<file path="config.mk">
export PLATFORM = sky130hd
export DESIGN_NAME = spi_slave_allmodes_flat
export DESIGN_NICKNAME = d
export VERILOG_FILES = /design/src/rtl/spi_pkg.sv /design/src/rtl/spi_slave_allmodes_if.sv /design/src/rtl/spi_pin_sync.sv /design/src/rtl/spi_slave_allmodes.sv /design/src/flat_wrapper.sv
export SDC_FILE = /design/constraint.sdc
export NUM_CORES = 1
export LEC_CHECK = 0
export BUFFER_PORTS_ARGS = -buffer_cell sky130_fd_sc_hd__buf_2
export CORE_MARGIN = 2
export CORE_UTILIZATION = 50
export DETAILED_ROUTE_END_ITERATION = 6
export PLACE_DENSITY = 0.83
export REMOVE_ABC_BUFFERS = 1
export SETUP_SLACK_MARGIN = 0.2
export SLEW_MARGIN = 10
export SYNTH_ARGS = -nofsm -noshare
export SYNTH_HDL_FRONTEND = slang
export SYNTH_HIERARCHICAL = 1
export SYNTH_SLANG_ARGS = --single-unit
</file>
<file path="constraint.sdc">
create_clock -name i_Clk -period 1.5 [get_ports i_Clk]
set_input_delay 0.3 -clock i_Clk [delete_from_list [all_inputs] [get_ports i_Clk]]
set_output_delay 0.3 -clock i_Clk [all_outputs]
set_load 0.01 [all_outputs]
</file>
<file path="src/rtl/spi_pkg.sv">
`default_nettype none
// ============================================================================
//  Module      : spi_pkg
//  Description : Shared constants, types and helpers for the oversampled
//                SPI slave (byte width, synchronizer depth, mode encoding,
//                FSM state type).
//  Revision    : 1.0  initial release
// ============================================================================
package spi_pkg;

  localparam int SPI_BYTE_W      = 8;
  localparam int SPI_SYNC_STAGES = 2;

  // Mode encoding is {CPOL, CPHA}
  localparam logic [1:0] SPI_MODE0 = 2'b00;
  localparam logic [1:0] SPI_MODE1 = 2'b01;
  localparam logic [1:0] SPI_MODE2 = 2'b10;
  localparam logic [1:0] SPI_MODE3 = 2'b11;

  typedef enum logic [0:0] {
    SPI_ST_IDLE   = 1'b0,
    SPI_ST_ACTIVE = 1'b1
  } spi_state_e;

  function automatic logic [1:0] spi_mode(input logic cpol, input logic cpha);
    return {cpol, cpha};
  endfunction

endpackage
`default_nettype wire

</file>
<file path="src/rtl/spi_slave_allmodes_if.sv">
`default_nettype none
// ============================================================================
//  Module      : spi_slave_allmodes_if
//  Description : Byte-wide user-side interface of the SPI slave.
//                slave modport  : mode select, TX load in; RX data and
//                                 status out.
//                master modport : the user logic driving the slave.
//  Revision    : 1.0  initial release
// ============================================================================
interface spi_slave_allmodes_if;
  import spi_pkg::*;

  logic                  i_CPOL;
  logic                  i_CPHA;
  logic [SPI_BYTE_W-1:0] i_TX_Byte;
  logic                  i_TX_DV;
  logic                  o_TX_Ready;
  logic                  o_TX_Underrun;
  logic                  o_RX_DV;
  logic [SPI_BYTE_W-1:0] o_RX_Byte;
  logic                  o_CS_Active;

  modport slave (
    input  i_CPOL, i_CPHA, i_TX_Byte, i_TX_DV,
    output o_TX_Ready, o_TX_Underrun, o_RX_DV, o_RX_Byte, o_CS_Active
  );

  modport master (
    output i_CPOL, i_CPHA, i_TX_Byte, i_TX_DV,
    input  o_TX_Ready, o_TX_Underrun, o_RX_DV, o_RX_Byte, o_CS_Active
  );

endinterface
`default_nettype wire

</file>
<file path="src/rtl/spi_pin_sync.sv">
`default_nettype none
// ============================================================================
//  Module      : spi_pin_sync
//  Description : Multi-flop synchronizer for one asynchronous pin plus a
//                history flop for edge detection.
//  Ports       : i_Clk, i_Rst  system clock / synchronous active-high reset
//                i_pin         asynchronous pin
//                o_level       synchronized level (history stage)
//                o_rise/o_fall registered one-cycle edge flags
//  Revision    : 1.0  initial release
// ============================================================================
module spi_pin_sync
  import spi_pkg::*;
#(
  parameter int   STAGES  = SPI_SYNC_STAGES,
  parameter logic RST_VAL = 1'b0
) (
  input  wire  i_Clk,
  input  wire  i_Rst,
  input  wire  i_pin,
  output logic o_level,
  output logic o_rise,
  output logic o_fall
);

  logic [STAGES-1:0] r_sync;
  logic              r_hist;
  logic              r_rise;
  logic              r_fall;

  // Edge flags are registered: a pin change captured in r_sync[0] at edge N
  // shows up on o_rise/o_fall after edge N+2.
  always_ff @(posedge i_Clk) begin
    if (i_Rst) begin
      r_sync <= {STAGES{RST_VAL}};
      r_hist <= RST_VAL;
      r_rise <= 1'b0;
      r_fall <= 1'b0;
    end else begin
      r_sync <= {r_sync[STAGES-2:0], i_pin};
      r_hist <= r_sync[STAGES-1];
      r_rise <= r_sync[STAGES-1] & ~r_hist;
      r_fall <= ~r_sync[STAGES-1] & r_hist;
    end
  end

  assign o_level = r_hist;
  assign o_rise  = r_rise;
  assign o_fall  = r_fall;

endmodule
`default_nettype wire

</file>
<file path="src/rtl/spi_slave_allmodes.sv">
`default_nettype none
// ============================================================================
//  Module      : spi_slave_allmodes
//  Description : Oversampled SPI slave for all four CPOL/CPHA modes, fully
//                in the system clock domain. MSB-first in both directions,
//                single-byte TX holding register, multi-byte bursts.
//  Ports       : i_Clk, i_Rst        system clock / sync active-high reset
//                io_user (slave)     mode select, TX load/ready/underrun,
//                                    RX byte/valid, CS active
//                i_SPI_Clk/MOSI/CS_n asynchronous SPI pins
//                o_SPI_MISO(_En)     MISO data and output enable
//  Revision    : 1.0  initial release
// ============================================================================
module spi_slave_allmodes
  import spi_pkg::*;
#(
  parameter int CLKS_MIN_HALF_BIT = 8
) (
  input  wire                   i_Clk,
  input  wire                   i_Rst,
  spi_slave_allmodes_if.slave   io_user,
  input  wire                   i_SPI_Clk,
  input  wire                   i_SPI_MOSI,
  input  wire                   i_SPI_CS_n,
  output logic                  o_SPI_MISO,
  output logic                  o_SPI_MISO_En
);

  localparam int CNT_W = $clog2(SPI_BYTE_W);

  // The pin-to-output path is 3 cycles; anything shorter than that per
  // half-bit cannot be tracked.
  generate
    if (CLKS_MIN_HALF_BIT < 4) begin : g_half_bit_check
      $error("CLKS_MIN_HALF_BIT too small for the 3-cycle pin latency");
    end
  endgenerate

  // --------------------------------------------------------------------------
  // Pin conditioning
  // --------------------------------------------------------------------------
  logic w_sclk_lvl, w_sclk_rise, w_sclk_fall;
  logic w_csn_lvl,  w_csn_rise,  w_csn_fall;
  logic w_mosi,     w_mosi_rise, w_mosi_fall;
  logic w_unused_pins;

  spi_pin_sync #(.RST_VAL(1'b0)) u_sync_sclk (
    .i_Clk (i_Clk), .i_Rst (i_Rst), .i_pin (i_SPI_Clk),
    .o_level (w_sclk_lvl), .o_rise (w_sclk_rise), .o_fall (w_sclk_fall)
  );

  // CS_n resets to "asserted" so that a CS_n still low after reset produces
  // no falling edge: a new frame only starts after CS_n was seen high.
  spi_pin_sync #(.RST_VAL(1'b0)) u_sync_csn (
    .i_Clk (i_Clk), .i_Rst (i_Rst), .i_pin (i_SPI_CS_n),
    .o_level (w_csn_lvl), .o_rise (w_csn_rise), .o_fall (w_csn_fall)
  );

  spi_pin_sync #(.RST_VAL(1'b0)) u_sync_mosi (
    .i_Clk (i_Clk), .i_Rst (i_Rst), .i_pin (i_SPI_MOSI),
    .o_level (w_mosi), .o_rise (w_mosi_rise), .o_fall (w_mosi_fall)
  );

  assign w_unused_pins = ^{w_sclk_lvl, w_csn_lvl, w_mosi_rise, w_mosi_fall};

  // --------------------------------------------------------------------------
  // State
  // --------------------------------------------------------------------------
  spi_state_e            r_state,     w_state_nxt;
  logic                  r_cpol,      w_cpol_nxt;
  logic                  r_cpha,      w_cpha_nxt;
  logic [CNT_W-1:0]      r_bit_cnt,   w_bit_cnt_nxt;
  logic [SPI_BYTE_W-1:0] r_rx_shift,  w_rx_shift_nxt;
  logic [SPI_BYTE_W-1:0] r_rx_byte,   w_rx_byte_nxt;
  logic                  r_rx_dv,     w_rx_dv_nxt;
  logic [SPI_BYTE_W-1:0] r_tx_shift,  w_tx_shift_nxt;
  logic                  r_miso,      w_miso_nxt;
  logic                  r_miso_en,   w_miso_en_nxt;
  logic                  r_reload,    w_reload_nxt;
  logic                  r_msb_next,  w_msb_next_nxt;
  logic [SPI_BYTE_W-1:0] r_hold,      w_hold_nxt;
  logic                  r_hold_full, w_hold_full_nxt;
  logic                  r_underrun,  w_underrun_nxt;

  logic                  w_xfer;
  logic [SPI_BYTE_W-1:0] w_xfer_byte;
  logic                  w_tx_load;
  logic                  w_sample_edge;
  logic                  w_shift_edge;

  always_ff @(posedge i_Clk) begin
    if (i_Rst) begin
      r_state     <= SPI_ST_IDLE;
      r_cpol      <= 1'b0;
      r_cpha      <= 1'b0;
      r_bit_cnt   <= '0;
      r_rx_shift  <= '0;
      r_rx_byte   <= '0;
      r_rx_dv     <= 1'b0;
      r_tx_shift  <= '0;
      r_miso      <= 1'b0;
      r_miso_en   <= 1'b0;
      r_reload    <= 1'b0;
      r_msb_next  <= 1'b0;
      r_hold      <= '0;
      r_hold_full <= 1'b0;
      r_underrun  <= 1'b0;
    end else begin
      r_state     <= w_state_nxt;
      r_cpol      <= w_cpol_nxt;
      r_cpha      <= w_cpha_nxt;
      r_bit_cnt   <= w_bit_cnt_nxt;
      r_rx_shift  <= w_rx_shift_nxt;
      r_rx_byte   <= w_rx_byte_nxt;
      r_rx_dv     <= w_rx_dv_nxt;
      r_tx_shift  <= w_tx_shift_nxt;
      r_miso      <= w_miso_nxt;
      r_miso_en   <= w_miso_en_nxt;
      r_reload    <= w_reload_nxt;
      r_msb_next  <= w_msb_next_nxt;
      r_hold      <= w_hold_nxt;
      r_hold_full <= w_hold_full_nxt;
      r_underrun  <= w_underrun_nxt;
    end
  end

  // --------------------------------------------------------------------------
  // Edge roles from the latched mode
  // --------------------------------------------------------------------------
  always_comb begin
    w_sample_edge = 1'b0;
    w_shift_edge  = 1'b0;
    case (spi_mode(r_cpol, r_cpha))
      SPI_MODE0: begin w_sample_edge = w_sclk_rise; w_shift_edge = w_sclk_fall; end
      SPI_MODE1: begin w_sample_edge = w_sclk_fall; w_shift_edge = w_sclk_rise; end
      SPI_MODE2: begin w_sample_edge = w_sclk_fall; w_shift_edge = w_sclk_rise; end
      SPI_MODE3: begin w_sample_edge = w_sclk_rise; w_shift_edge = w_sclk_fall; end
      default:   begin w_sample_edge = 1'b0;        w_shift_edge = 1'b0;        end
    endcase
  end

  // --------------------------------------------------------------------------
  // TX holding register. A transfer always takes the current contents (or
  // 0x00 when empty); a load is only possible while empty.
  // --------------------------------------------------------------------------
  always_comb begin
    w_xfer_byte     = r_hold_full ? r_hold : '0;
    w_tx_load       = io_user.i_TX_DV & ~r_hold_full;
    w_hold_nxt      = w_tx_load ? io_user.i_TX_Byte : r_hold;
    w_hold_full_nxt = w_tx_load | (r_hold_full & ~w_xfer);
    w_underrun_nxt  = w_xfer & ~r_hold_full;
  end

  // --------------------------------------------------------------------------
  // Frame FSM and shift datapath
  // --------------------------------------------------------------------------
  always_comb begin
    w_state_nxt    = r_state;
    w_cpol_nxt     = r_cpol;
    w_cpha_nxt     = r_cpha;
    w_bit_cnt_nxt  = r_bit_cnt;
    w_rx_shift_nxt = r_rx_shift;
    w_rx_byte_nxt  = r_rx_byte;
    w_rx_dv_nxt    = 1'b0;
    w_tx_shift_nxt = r_tx_shift;
    w_miso_nxt     = r_miso;
    w_miso_en_nxt  = r_miso_en;
    w_reload_nxt   = r_reload;
    w_msb_next_nxt = r_msb_next;
    w_xfer         = 1'b0;

    case (r_state)
      SPI_ST_IDLE: begin
        w_miso_en_nxt = 1'b0;
        if (w_csn_fall) begin
          w_state_nxt    = SPI_ST_ACTIVE;
          w_cpol_nxt     = io_user.i_CPOL;
          w_cpha_nxt     = io_user.i_CPHA;
          w_bit_cnt_nxt  = '0;
          w_reload_nxt   = 1'b0;
          // With CPHA=1 the first leading edge re-presents the MSB instead
          // of shifting; driving it already now keeps MISO defined early.
          w_msb_next_nxt = io_user.i_CPHA;
          w_xfer         = 1'b1;
          w_tx_shift_nxt = w_xfer_byte;
          w_miso_nxt     = w_xfer_byte[SPI_BYTE_W-1];
          w_miso_en_nxt  = 1'b1;
        end
      end

      SPI_ST_ACTIVE: begin
        if (w_csn_rise) begin
          // Partial byte is dropped; the holding register is untouched.
          w_state_nxt    = SPI_ST_IDLE;
          w_bit_cnt_nxt  = '0;
          w_miso_en_nxt  = 1'b0;
          w_reload_nxt   = 1'b0;
          w_msb_next_nxt = 1'b0;
        end else begin
          if (w_sample_edge) begin
            w_rx_shift_nxt = {r_rx_shift[SPI_BYTE_W-2:0], w_mosi};
            w_bit_cnt_nxt  = r_bit_cnt + 1'b1;
            if (r_bit_cnt == CNT_W'(SPI_BYTE_W - 1)) begin
              w_rx_byte_nxt = {r_rx_shift[SPI_BYTE_W-2:0], w_mosi};
              w_rx_dv_nxt   = 1'b1;
              w_reload_nxt  = 1'b1;
            end
          end
          if (w_shift_edge) begin
            if (r_msb_next) begin
              w_miso_nxt     = r_tx_shift[SPI_BYTE_W-1];
              w_msb_next_nxt = 1'b0;
            end else if (r_reload) begin
              // Byte boundary inside a burst
              w_xfer         = 1'b1;
              w_tx_shift_nxt = w_xfer_byte;
              w_miso_nxt     = w_xfer_byte[SPI_BYTE_W-1];
              w_reload_nxt   = 1'b0;
            end else begin
              w_tx_shift_nxt = {r_tx_shift[SPI_BYTE_W-2:0], 1'b0};
              w_miso_nxt     = r_tx_shift[SPI_BYTE_W-2];
            end
          end
        end
      end

      default: begin
        w_state_nxt = SPI_ST_IDLE;
      end
    endcase
  end

  // --------------------------------------------------------------------------
  // Outputs
  // --------------------------------------------------------------------------
  assign io_user.o_TX_Ready    = ~r_hold_full;
  assign io_user.o_TX_Underrun = r_underrun;
  assign io_user.o_RX_DV       = r_rx_dv;
  assign io_user.o_RX_Byte     = r_rx_byte;
  assign io_user.o_CS_Active   = (r_state == SPI_ST_ACTIVE);
  assign o_SPI_MISO            = r_miso;
  assign o_SPI_MISO_En         = r_miso_en;

endmodule
`default_nettype wire

</file>
<file path="src/flat_wrapper.sv">
// flat-port wrapper written by rule: the top's interface ports become plain ports
module spi_slave_allmodes_flat import spi_pkg::*;
#(
  parameter int CLKS_MIN_HALF_BIT = 8
)
  (i_Clk, i_Rst, i_SPI_Clk, i_SPI_MOSI, i_SPI_CS_n, o_SPI_MISO, o_SPI_MISO_En, io_user_i_CPOL, io_user_i_CPHA, io_user_i_TX_Byte, io_user_i_TX_DV, io_user_o_TX_Ready, io_user_o_TX_Underrun, io_user_o_RX_DV, io_user_o_RX_Byte, io_user_o_CS_Active);
  spi_slave_allmodes_if io_user_i ();
  input  wire i_Clk;
  input  wire i_Rst;
  input  wire i_SPI_Clk;
  input  wire i_SPI_MOSI;
  input  wire i_SPI_CS_n;
  output logic o_SPI_MISO;
  output logic o_SPI_MISO_En;
  input wire logic [$bits(io_user_i.i_CPOL)-1:0] io_user_i_CPOL;
  input wire logic [$bits(io_user_i.i_CPHA)-1:0] io_user_i_CPHA;
  input wire logic [$bits(io_user_i.i_TX_Byte)-1:0] io_user_i_TX_Byte;
  input wire logic [$bits(io_user_i.i_TX_DV)-1:0] io_user_i_TX_DV;
  output wire logic [$bits(io_user_i.o_TX_Ready)-1:0] io_user_o_TX_Ready;
  output wire logic [$bits(io_user_i.o_TX_Underrun)-1:0] io_user_o_TX_Underrun;
  output wire logic [$bits(io_user_i.o_RX_DV)-1:0] io_user_o_RX_DV;
  output wire logic [$bits(io_user_i.o_RX_Byte)-1:0] io_user_o_RX_Byte;
  output wire logic [$bits(io_user_i.o_CS_Active)-1:0] io_user_o_CS_Active;
  assign io_user_i.i_CPOL = io_user_i_CPOL;
  assign io_user_i.i_CPHA = io_user_i_CPHA;
  assign io_user_i.i_TX_Byte = io_user_i_TX_Byte;
  assign io_user_i.i_TX_DV = io_user_i_TX_DV;
  assign io_user_o_TX_Ready = io_user_i.o_TX_Ready;
  assign io_user_o_TX_Underrun = io_user_i.o_TX_Underrun;
  assign io_user_o_RX_DV = io_user_i.o_RX_DV;
  assign io_user_o_RX_Byte = io_user_i.o_RX_Byte;
  assign io_user_o_CS_Active = io_user_i.o_CS_Active;
  spi_slave_allmodes #(.CLKS_MIN_HALF_BIT(CLKS_MIN_HALF_BIT)) u_core (.i_Clk(i_Clk), .i_Rst(i_Rst), .io_user(io_user_i), .i_SPI_Clk(i_SPI_Clk), .i_SPI_MOSI(i_SPI_MOSI), .i_SPI_CS_n(i_SPI_CS_n), .o_SPI_MISO(o_SPI_MISO), .o_SPI_MISO_En(o_SPI_MISO_En));
endmodule
</file>
---- Word-level counts from Yosys, hierarchy flattened ----
Cells that the tools add are included.
W data, S select, Z words.
cells by class
  add/sub/neg operators ................... 1
  multipliers ............................. 0
  div/mod/pow operators ................... 0
  magnitude comparators ................... 0
  eq/ne operators ......................... 11
  shifts and indexed selects .............. 0
  multiplexer cells ....................... 42
  bitwise gates (word level) .............. 17
  reductions and logical operators ........ 11
operator list
  cell                   number
  $mux W8                6
  $mux W1                23
  $pmux W1 S2            8
  $pmux W8 S2            1
  $ne A2 B2 Y1 const B   5
  $mux W3                3
  $not A1 Y1             9
  $reduce_and A4 Y1      2
  $and A1 B1 Y1          7
  $ne A3 B3 Y1 const B   2
  $pmux W3 S2            1
  $reduce_and A2 Y1      3
  $reduce_and A3 Y1      2
  $eq A2 B2 Y1 const B   2
  $reduce_or A2 Y1       2
  $reduce_or A4 Y1       1
  $add A3 B1 Y3 const B  1
  $eq A3 B3 Y1 const B   1
  $eq A2 B1 Y1 const B   1
  $logic_not A2 Y1       1
  $or A1 B1 Y1           1
word-level totals
  register bits ........................... 57
  bits in latches ......................... 0
  memory bits (writable) .................. 0
  memory bits (read-only) ................. 0
  input bits .............................. 16
  memories ................................ 0

---- Depth between registers and ports, before layout ----
  depth in word-level cells ............... 9
  depth in mapped cells ................... 6

---- Cells and area by module ----
Netlist, hierarchy kept.
modules (own cells, without submodules)
  module              instances  cells an instance  area each (sq um)  sequential area each (sq um)
  spi_slave_allmodes  1          223                2019.4             880.8
  spi_pin_sync        3          10                 133.9              100.1

---- Least setup slack after synthesis ----
No wires, ideal clock.
  kind .................................... register to register
  start point ............................. register u_core.r_cpha
  end point ............................... register u_core.r_tx_shift[3]
  setup time .............................. 0.132 ns
  data arrival time ....................... 1.322 ns
  data required time ...................... 1.368 ns
  path slack .............................. 0.046 ns
  cell stages (with the launch flop) ...... 6
  buffers on the path ..................... 1
  period minus slack after synthesis ...... 1.454 ns
  path through ............................ dfxtp_1 > xnor2_4 > mux2i_2 > buf_6 > a22o_1 > a21oi_1
between the ends
  cells in the longest elaborated chain, start to end .. 5
ends and longest elaborated chain
  what                                  line                       source
  start, declared                       spi_slave_allmodes.sv:71   logic r_cpha, w_cpha_nxt;
  start signal, assigned                spi_slave_allmodes.sv:111  r_cpha <= w_cpha_nxt;
  $eq A2 B2 Y1 (tied with other cells)  spi_slave_allmodes.sv:133  case (spi_mode(r_cpol, r_cpha))
  $reduce_or A2 Y1 (no line)            -
  $pmux W1 S2 *                         spi_slave_allmodes.sv:133
  $ne A2 B2 Y1 (no line) *              -
  $reduce_and A4 Y1 (no line) *         -
  end signal, assigned                  spi_slave_allmodes.sv:116  r_tx_shift <= w_tx_shift_nxt;
  end, declared                         spi_slave_allmodes.sv:76   logic [SPI_BYTE_W-1:0] r_tx_shift, w_tx_shift_nxt;
Mark *: on every way between the ends. The rest lies on a longest branch, timed or not.
A chain may end at the register's enable or synchronous reset.

---- Worst setup path after layout ----
Same ends and word-level chain as after synthesis.

==> summary.txt <==
Status
  • Status: finished with violations
  • Failing checks: setup timing

STA
  • Worst slew margin: 0.665
  • Worst-Margin Slew: 0.489 ns
  • Final number of max-transition violations: 0
  • Worst hold slack: 0.172 ns
  • Final worst path period share: 1.06
  • Final WS setup: -0.0926 ns
  • Total negative slack: -0.526 ns
  • RSZ-0062 raised after global routing: true
  • Tmin final: 1.59 ns
  • Fmax: 0.628 GHz
  • Skew final: 0.00646 ns
  • Final Hold Viols: 0
  • Final setup vio count: 14

Layout
  • Most common cell after layout, fill and taps aside: dfxtp_1
  • Nets: 315
  • Commonest non-fill, non-tap cells in the layout: dfxtp_1, nand2_1, buf_2, a21oi_1, nand2b_1
  • Final core occ: 0.681
  • Area growth, synth to finish: 33.3%
  • Design Area, Final: 3150 um2
  • Share of post-route cells with drive strength above 1: 0.361
  • Ant. Diodes: 0

Worst setup path
  • Reg2Reg Setup Slack: -0.09 ns
  • WP data arrival: 1.86 ns
  • Max FO, Critical Path: 5
  • Req. time, crit path: 1.77 ns
  • CP Class: flip-flop to flip-flop
  • Crit end category: flip-flop
  • Worst Setup Start Kind: flip-flop

GRT
  • Global routing's busiest layer: met2
  • GR Util met1: 0.249
  • Initial antenna violation count: 0
  • Grt total ovfl: 0
  • Met3 Resource Use GR: 0.0691
  • Tot GR Track Use: 0.217
  • M2 GR Usage: 0.368
  • Largest net degree at the start of global routing: 44
  • Vias in the first global route: 1,849
  • First-pass GRT wire length: 8.62 mm

Pwr
  • Total chip power: 3520 uW
  • Cell Pwr Density: 1120 nW/um2
  • Clk network pwr share: 0.501
  • Sequential power share: 0.444
  • Psw: 741 uW
  • Pleak: 0.00117 uW
  • Comb pwr share: 0.055
  • Internal power: 2780 uW
  • Max VDD drop: 0.813 mV
  • Switching share of power: 0.211

Clocking
  • Num CTS Buffers: 9
  • H-tree levels: 3
  • Sink Count: 57
  • CTS tree: done
  • Root buf cell: clkbuf_8
  • Max Root-Sink Buffers: 2
  • Worst-path clk slew: 0.06 ns
  • Worst skew pair latency: 0.34 ns

Min path
  • Min-Delay Path Class: input port to flip-flop

Logic synthesis
  • Mapped Cells: 249
  • Mapped Area: 2370 um2
  • Yosys Warn Count: 6
  • Syn avg cell area: 9.50 um2

Place
  • GP Congestion: 0.833
  • Hpwl dp: 3.02 mm
  • Cell area after placement: 2640 um2
  • PortBufs: 29

Floorplanning
  • DIE AREA: 5300 um2
  • Die width: 72.8 um
  • I/O pin cnt: 30
  • Core Area: 4630 um2
  • Initial Util: 0.511
  • Row count: 25
  • Die extent in y: 72.8 um

Drt
  • Residual DRC: 0
  • WL final: 5.84 mm
  • Post-DRT Antenna Nets: 0
  • Initial drt markers: 114
  • DR vias: 1,966
  • Pre-Repair DR Iteration Count: 5
  • WL/cell: 16.4 um
  • Via/cell ratio: 5.52

Job
  • Max cap viols: 0
[power groups by stage]
stage          combinational (uW)  sequential [uW]  clock, uW
2_1_floorplan                68.4             1600          0
3_3_place_gp                  153             1590          0
3_5_place_dp                  155             1590          0
4_1_cts                       173             1560       1790
5_1_grt                       210             1560       1860
6_report                      194             1560       1760
[sequential cells by signal, indices dropped and copies added, names as in the netlist, 2 cells and up]
| register | cells |
|---|---|
| u_core/u_sync_mosi/r_sync | 2 |
| u_core/io_user.o_RX_Byte | 8 |
| u_core/u_sync_sclk/r_sync | 2 |
| u_core/r_rx_shift | 7 |
| u_core/r_hold | 8 |
| u_core/r_tx_shift | 8 |
| u_core/r_bit_cnt | 3 |
| u_core/u_sync_csn/r_sync | 2 |
[through the flow]
step	instances	setup slack (ns)
3_5_place_dp	332	-0.00363
2_1_floorplan	234	-0.662
3_3_place_gp	332	0.0244
6_report	356	-0.0926
4_1_cts	355	-0.0139
5_1_grt	356	-0.146
[metal layers]
layer | up-vias | wire (um)
met5 | - | 0
met4 | 0 | 166
met3 | 15 | 242
met2 | 53 | 3050
met1 | 941 | 2370
li1 | 957 | -
[layout make-up]
class                      instances  area, um2
clock buffer                      11        141
clock inverter                     5        103
fill                             342       1480
inverter                           2       7.51
multi-input combinational        175       1310
sequential                        57       1150
tap                               54       67.6
timing repair buffer              52        378
[path summary, 6_finish.rpt]
kind / cells past startpoint / from / end
max reg2reg: 6 / u_core/r_cpha$_SDFFE_PP0P_ / u_core/r_tx_shift[3]$_SDFFE_PP0P_
min: 2 / i_SPI_CS_n / u_core/u_sync_csn/r_sync[0]$_SDFF_PP0_
min reg2reg: 1 / u_core/u_sync_csn/o_level$_SDFF_PP0_ / u_core/u_sync_csn/o_rise$_SDFF_PP0_
max: 6 / u_core/r_cpha$_SDFFE_PP0P_ / u_core/r_tx_shift[3]$_SDFFE_PP0P_
[what timing repair did]
item	in CTS	in global routing
pin swaps	2	14
resized for setup	14	33
hold buffers	0	0
setup endpoints to repair	36	40
cloned	2	0
buffers inserted	5	1
[critical path, cell delays in order, from the launching register on]
cell and delay [ns]:
dfxtp_4 0.36, xnor2_4 0.26, buf_12 0.16, mux2i_4 0.30, buf_6 0.16, nand3_1 0.12
a21oi_2 0.16
No activity file was read; power rests on OpenSTA's default activity.
